## src/rtl/pw_check_ctrl.sv

```systemverilog
// Password-check initiator: keypad code entry, stored-password fetch, checker
// handshake, and the unlock / fail-count / lockout sequence that follows.
module pw_check_ctrl #(
  parameter int SLOT_W      = 2,
  parameter int MAX_FAIL    = 3,
  parameter int UNLOCK_CYC  = 500,
  parameter int LOCKOUT_CYC = 1000,
  parameter int TIMEOUT_CYC = 16
) (
  input  logic              clk,
  input  logic              rst,
  input  logic              key_valid,
  input  logic [3:0]        key_code,
  input  logic [SLOT_W-1:0] user_sel,
  output logic [SLOT_W-1:0] rf_addr,
  input  logic [16:0]       rf_rdata,
  output logic [15:0]       chk_data1,
  output logic [15:0]       chk_data2,
  output logic              chk_start,
  input  logic              chk_finish,
  input  logic              chk_match,
  output logic              unlock,
  output logic              fail,
  output logic              locked_out,
  output logic [2:0]        digit_cnt,
  output logic              busy
);
  localparam int TMAX0 = (UNLOCK_CYC > LOCKOUT_CYC) ? UNLOCK_CYC : LOCKOUT_CYC;
  localparam int TMAX  = (TMAX0 > TIMEOUT_CYC) ? TMAX0 : TIMEOUT_CYC;
  localparam int TW    = $clog2(TMAX + 1);
  localparam int FW    = $clog2(MAX_FAIL + 1);

  typedef enum logic [2:0] {
    S_ENTRY, S_FETCH, S_SETUP, S_START, S_WAIT, S_UNLOCK, S_FAIL, S_LOCKOUT
  } state_t;

  state_t          state, state_n;
  logic [15:0]     code;
  logic [TW-1:0]   timer;
  logic [FW-1:0]   fail_cnt, fail_cnt_inc;
  logic            seen_low;
  logic            key_digit, key_enter, key_clear, fin_ok, back_to_entry;

  assign key_digit     = key_valid && (key_code <= 4'd9);
  assign key_enter     = key_valid && (key_code == 4'hA);
  assign key_clear     = key_valid && (key_code == 4'hB);
  // a finish level left over from the previous check must drop before it counts
  assign fin_ok        = chk_finish && seen_low;
  assign fail_cnt_inc  = (fail_cnt == FW'(MAX_FAIL)) ? fail_cnt : fail_cnt + 1'b1;
  assign back_to_entry = (state != S_ENTRY) && (state_n == S_ENTRY);

  always_ff @(posedge clk or posedge rst) begin
    if (rst) state <= S_ENTRY;
    else     state <= state_n;
  end

  always_comb begin
    state_n = state;
    unique case (state)
      S_ENTRY:   if (key_enter && digit_cnt == 3'd4) state_n = S_FETCH;
      S_FETCH:   state_n = rf_rdata[16] ? S_SETUP : S_FAIL;
      S_SETUP:   state_n = S_START;
      S_START:   state_n = S_WAIT;
      // the START cycle counts toward the timeout window
      S_WAIT:    if (fin_ok)                                state_n = chk_match ? S_UNLOCK : S_FAIL;
                 else if (timer == TW'(TIMEOUT_CYC - 2))    state_n = S_FAIL;
      S_UNLOCK:  if (timer == TW'(UNLOCK_CYC - 1))          state_n = S_ENTRY;
      S_FAIL:    state_n = (fail_cnt_inc == FW'(MAX_FAIL)) ? S_LOCKOUT : S_ENTRY;
      S_LOCKOUT: if (timer == TW'(LOCKOUT_CYC - 1))         state_n = S_ENTRY;
      default:   state_n = S_ENTRY;
    endcase
  end

  always_comb begin
    chk_start  = 1'b0;
    unlock     = 1'b0;
    fail       = 1'b0;
    locked_out = 1'b0;
    busy       = (state != S_ENTRY);
    unique case (state)
      S_START:   chk_start  = 1'b1;
      S_UNLOCK:  unlock     = 1'b1;
      S_FAIL:    fail       = 1'b1;
      S_LOCKOUT: locked_out = 1'b1;
      default:   ;
    endcase
  end

  always_ff @(posedge clk or posedge rst) begin
    if (rst) begin
      code      <= '0;
      digit_cnt <= '0;
      chk_data1 <= '0;
      chk_data2 <= '0;
      rf_addr   <= '0;
      timer     <= '0;
      fail_cnt  <= '0;
      seen_low  <= 1'b0;
    end else begin
      timer <= (state_n != state || state == S_ENTRY) ? '0 : timer + 1'b1;

      if (state == S_START)                    seen_low <= 1'b0;
      else if (state == S_WAIT && !chk_finish) seen_low <= 1'b1;

      if (back_to_entry) begin
        code      <= '0;
        digit_cnt <= '0;
        chk_data1 <= '0;
        chk_data2 <= '0;
      end else begin
        unique case (state)
          S_ENTRY: begin
            if (key_enter) begin
              if (digit_cnt == 3'd4) begin
                rf_addr   <= user_sel;
                chk_data1 <= code;
              end else begin
                code      <= '0;
                digit_cnt <= '0;
              end
            end else if (key_clear) begin
              code      <= '0;
              digit_cnt <= '0;
            end else if (key_digit && digit_cnt != 3'd4) begin
              code      <= {code[11:0], key_code};
              digit_cnt <= digit_cnt + 3'd1;
            end
          end
          S_FETCH: if (rf_rdata[16]) chk_data2 <= rf_rdata[15:0];
          default: ;
        endcase
      end

      if (state == S_UNLOCK || (state == S_LOCKOUT && state_n == S_ENTRY)) fail_cnt <= '0;
      else if (state == S_FAIL)                                            fail_cnt <= fail_cnt_inc;
    end
  end
endmodule

```

## config.mk

```make
export PLATFORM = sky130hd
export DESIGN_NAME = pw_check_ctrl
export DESIGN_NICKNAME = d
export VERILOG_FILES = /design/src/rtl/pw_check_ctrl.sv
export SDC_FILE = /design/constraint.sdc
export NUM_CORES = 1
export LEC_CHECK = 0
export CORE_UTILIZATION = 35
export DETAILED_ROUTE_END_ITERATION = 16
export HOLD_SLACK_MARGIN = 0.02
export PLACE_DENSITY_LB_ADDON = 0.12
export RECOVER_POWER = 25
export SYNTH_ARGS = -nofsm -noshare
export SYNTH_HDL_FRONTEND = slang
export SYNTH_SLANG_ARGS = --single-unit
```

## constraint.sdc

```tcl
create_clock -name clk -period 3.7 [get_ports clk]
set_input_delay 0.74 -clock clk [delete_from_list [all_inputs] [get_ports clk]]
set_output_delay 0.74 -clock clk [all_outputs]
set_load 0.02 [all_outputs]
```

# Word-level counts from Yosys, hierarchy flattened
# Index checks and enable logic that the tools add are counted.
word_totals:
  out_inout_bits: 42
  register_bits: 69
  wordCells: 97
  inputBits: 28
classes:
  n_mux: 38
  bitwise: 1
  n_lt_le_gt_ge: 1
  n_eq_ne: 18
  addsub: 3
  n_reduce_logical: 27
ops:
  columns: ["op", "count"]
  rows:
  - ["$mux W16", 13]
  - ["$mux W3", 13]
  - ["$pmux W3 S8", 1]
  - ["$eq A3 B3 Y1 const B", 5]
  - ["$reduce_bool A2 Y1", 7]
  - ["$add A10 B1 Y10 const B", 1]
  - ["$eq A10 B10 Y1 const B", 1]
  - ["$eq A10 B4 Y1 const B", 1]
  - ["$eq A10 B9 Y1 const B", 1]
  - ["$mux W10", 1]
  - ["$logic_and A1 B1 Y1", 9]
  - ["$eq A4 B4 Y1 const B", 2]
  - ["$mux W2", 4]
  - ["$eq A3 B2 Y1 const B", 2]
  - ["$logic_not A3 Y1", 2]
  - ["$mux W1", 6]
  - ["$ne A3 B3 Y1 const B", 2]
  - ["$reduce_and A3 Y1", 2]
  - ["$eq A2 B2 Y1 const B", 2]
  - ["$le A4 B4 Y1 const B", 1]
  - ["$reduce_and A4 Y1", 1]
  - ["$reduce_bool A4 Y1", 1]
  - ["$add A3 B1 Y3 const B", 1]
  - ["$eq A3 B1 Y1 const B", 1]
  - ["other kinds (7)", 8]

# Logic depth before layout (Yosys ltp)
depth:
  word_depth: 9
  ltp_mapped: 9
  depth_no_buf: 8

# Least setup slack after synthesis
# No wires, ideal clock.
synth_path:
  path_kind: "in2reg"
  start: "input key_code[2]"
  end: "register chk_data1[0]"
  setup_slack_ns: 1.507
  setup_ns: 0.066
  arrival_time_ns: 2.127
  path_stages: 6
  n_path_buf: 2
  required_time_ns: 3.634
  cell_sequence: "nand4b_1 nor3_1 and2_1 clkbuf_1 clkbuf_1 a22o_1"
synth_via:
  elab_chain_len: 9
  elab_cells_between_ends: 12
  classes_between: "eq/ne: 1; mux: 3; reduce/logical: 8"
synth_lines:
  columns: ["item", "line", "source"]
  rows:
  - ["from (decl)", "13", "input logic [3:0] key_code,"]
  - ["$eq A4 B4 Y1 (*)", "45", "assign key_enter = key_valid && (key_code == 4'hA);"]
  - ["$logic_and A1 B1 Y1 (*)", "45", null]
  - ["$logic_and A1 B1 Y1", "60", "S_ENTRY: if (key_enter && digit_cnt == 3'd4) state_n = S_FETCH;"]
  - ["$mux W3", "60", null]
  - ["$pmux W3 S8", "59", "unique case (state)"]
  - ["$logic_not A3 Y1", "50", "assign back_to_entry = (state != S_ENTRY) && (state_n == S_ENTRY);"]
  - ["$logic_and A1 B1 Y1", "50", null]
  - ["$reduce_bool A2 Y1 (no line)", null, null]
  - ["$reduce_and A3 Y1 (no line)", null, null]
  - ["to (signal assigned)", "116", "chk_data1 <= code;"]
  - ["to (decl)", "17", "output logic [15:0] chk_data1,"]
# Mark *: on every way between the ends. The rest lies on a longest branch, timed or not.
# A chain may end at the register's enable or synchronous reset.

# Final worst setup path
layout_path:
  start: "register state[0]"
  end: "output chk_start"
layout_via:
  elab_chain_len: 2
layout_lines:
  columns: ["item", "line", "source"]
  rows:
  - ["from (decl)", "37", "state_t state, state_n;"]
  - ["from (signal assigned)", "54", "else state <= state_n;"]
  - ["$eq A3 B2 Y1", "80", "unique case (state)"]
  - ["$mux W1", "80", null]
  - ["to (decl)", "19", "output logic chk_start,"]
# No other way between the ends.

==> results.yml <==
timing:
  slew_headroom_pct: 8.323
  fmax_mhz: 341.7
  setup_viol: 0
  hold_viol: 0
  finalMaxSlewViolations: 0
  rsz0062_at_grt: "false"
  hold_ws_ns: 0.4972
  tightest_slew_ns: 1.375
  post-route-period-util_pct: 79.10
  finClkSkew_ns: 0.007529
  fin_crit_ns: 2.927
  fin_setup_tns_ns: 0
floorplanning:
  fp.dieH_um: 97.72
  io_pins: 70
  row_count: 34
  core_um2: 8806
  die_w_um: 97.72
  design.die.area_um2: 9549
  start_util_pct: 36.42
yosys:
  synth_simple_gate_area_share_pct: 18.22
  yosysTopAreaCell: "dfrtp_1"
  yosysWarnings: 0
  synthFlopType: "dfrtp_1"
  netlist_instances: 304
  synth_fa_ha_area_share_pct: 1.561
  synthMuxAreaShare_pct: 3.316
  async_reset_ff_share_pct: 100.0
  synthesis.area_um2: 3207
  synthesis.nets: 336
  synth-compound-area-share_pct: 17.01
  synth_top_family_by_area: "simple AND/OR/NAND/NOR gates"
  synth-xor-area-share_pct: 2.185
  synth_cell_type_count: 51
  synth.yosys.seq_area_share_pct: 53.84
  yosys.area.top_type_share_pct: 53.84
  avgSynthCellArea_um2: 10.55
  yosys-top-cells-area: "dfrtp_1, a22o_1, nand2_1"
  synth_edf_count: 0
  ys_ff_latch: 69
route:
  vias: 2498
  m1WireLength_um: 3563
  wire_per_inst_um: 15.32
  drcViolationCount: 7
  routed_wirelength_um: 7383
  routed-wl-met2_um: 3523
  first_pass_iters: 10
  wl_met3_um: 241
  viasPerCell: 5.183
  top_layer: "met4"
  drtIter0Drc: 123
  ant_nets: 0
pwr:
  p_per_area_nw_per_um2: 342.4
  p_leak_nw: 1.802
  clkPwrFrac_pct: 43.9
  peakVddDrop_mv: 0.1765
  switching_power_w: 0.0003172
  p_int_w: 0.001115
  p_sw_share_pct: 22.14
  power_frac_comb_pct: 3.5
  seqPwrFrac_pct: 52.7
layout:
  syn_to_final_growth_pct: 30.47
  nNetsFinal: 401
  antenna_cells: 0
  final_core_util_pct: 47.51
  nFillCells: 840
  drive_gt1_share_pct: 8.824
global_routing:
  antenna_found_initial: 0
  grt_max_degree: 37
  grt_pass1_wl_um: 12790
  grt_pass1_vias: 2519
  grt-ovfl-total: 0
  grtUsageTotal_pct: 16.97
clocking:
  hold_buffers: 0
  cts_htree_levels: 3
  post_cts_buffers: 0
  cts_tree: "done"
  clk_pin_slew_ns: 0.08
  cts_buffer_depth: 2
  numCtsBuffers: 9
  cts_sinks: 69
  cts.repair.resized: 0
  clock_latency_ns: 0.34
  cts_root_buffer: "clkbuf_8"
critical_path:
  crit_type: "reg2out"
  start_kind: "flip-flop"
  crit_required_ns: 2.96
  crit_fanout: 25
  setup.worst_path.end_class: "primary output"
  worstPathArrival_ns: 2.19
hold_path:
  hold_path.class: "reg2reg"
placed_design:
  port_buffers: 69
  dp_hpwl_um: 5191
  gp_congestion: 0.7915
run_status:
  status: "complete, but fails checks"
  violations: "DRC"
run:
  cap_violations: 0
==> power by group through the flow <==
stage / combinational, W / clock [W] / sequential (W)
floorplan: 0.0000142 / 0 / 0.000769
global placement: 0.0000522 / 0 / 0.000769
detailed placement: 0.0000527 / 0 / 0.000769
CTS: 0.0000528 / 0.000648 / 0.000754
global route: 0.0000564 / 0.000677 / 0.000754
finish: 0.0000500 / 0.000628 / 0.000754
==> cells in the final DEF (no fill, tap or decap), drive strengths merged, types with 2 or more instances in the layout <==
master	n
xnor2	4
nand2b	4
clkinv	2
nor3	13
and4b	3
a21oi	18
nand3	4
o211ai	3
nor2b	2
mux2	3
and4	2
dfrtp	69
mux2i	6
clkbuf	11
and3	4
clkdlybuf4s50	68
a211oi	4
nor4bb	2
inv	11
nand2	49
nand4	4
a22o	27
nor2	11
ha	4
and2	7
xor2	4
clkinvlp	2
buf	3
o21ai	9
==> per-stage QoR <==
| stage | setup slack [ns] | std cells | power, W | instance area, um^2 |
|---|---|---|---|---|
| global placement | 0.7470 | 466 | 0.0008214 | 3979 |
| finish | 0.7734 | 482 | 0.001433 | 4184 |
| detailed placement | 0.7103 | 466 | 0.0008219 | 3979 |
| global route | 0.5984 | 482 | 0.001487 | 4184 |
| floorplan | 1.220 | 304 | 0.0007833 | 3207 |
| CTS | 0.7618 | 482 | 0.001455 | 4188 |
==> worst paths after layout <==
kind	startpoint	to	slack, ns	cells after the start
max	state[0]	chk_start	0.77	3
min	chk_data1[0]	chk_data1[0]	0.50	1
max reg2reg	state[1]	chk_data1[7]	1.07	5
min reg2reg	chk_data1[0]	chk_data1[0]	0.50	1
max in group asynchronous	rst	chk_data2[8]	1.29	3
min in group asynchronous	rst	timer[1]	0.82	2
==> cell families after synthesis <==
| family | count (synthesis) |
|---|---|
| fa+ha+maj | 4 |
| compound gates | 72 |
| buf+inv | 29 |
| mux | 9 |
| xor+xnor | 8 |
| simple gates | 113 |
| flops | 69 |
==> metal layers <==
| layer | up-vias | global-route usage, % |
|---|---|---|
| met5 | - | 0 |
| met4 | 0 | 4.545 |
| met3 | 6 | 4.604 |
| met2 | 43 | 27.17 |
| met1 | 1229 | 22.75 |
| li1 | 1220 | - |
==> cells in the mapped netlist (5+ instances only) <==
| master | n |
|---|---|
| clkbuf_1 | 9 |
| inv_1 | 9 |
| nor2_1 | 11 |
| a21oi_1 | 18 |
| nand2_1 | 49 |
| a22o_1 | 27 |
| and2_1 | 7 |
| o21ai_0 | 9 |
| dfrtp_1 | 69 |
| mux2i_1 | 5 |
| nor3_1 | 12 |
| buf_2 | 9 |
==> state kept, by name, summed over array words and instances (netlist names) <==
signal     flops
digit_cnt      3
seen_low       1
state          3
code          16
fail_cnt       2
timer         10
rf_addr        2
chk_data2     16
chk_data1     16
==> final cells by class <==
cell class / count / area [um^2] / area share [%]
clock buffers: 10 / 137.6 / 3.289
multi-input cells: 206 / 1356 / 32.42
inverters: 10 / 40.04 / 0.9569
well taps: 108 / 135.1 / 3.230
repair buffers: 73 / 716.9 / 17.14
flip-flops and latches: 69 / 1727 / 41.27
clock inverters: 6 / 71.32 / 1.705
==> worst max-delay path, cell delays in order, from the launching register on <==
cell and delay (ns):
dfrtp_1 0.83, nor2b_1 0.26, and2_1 0.15, clkdlybuf4s50_1 0.60
Note: power is estimated with default switching activity, not from simulation.
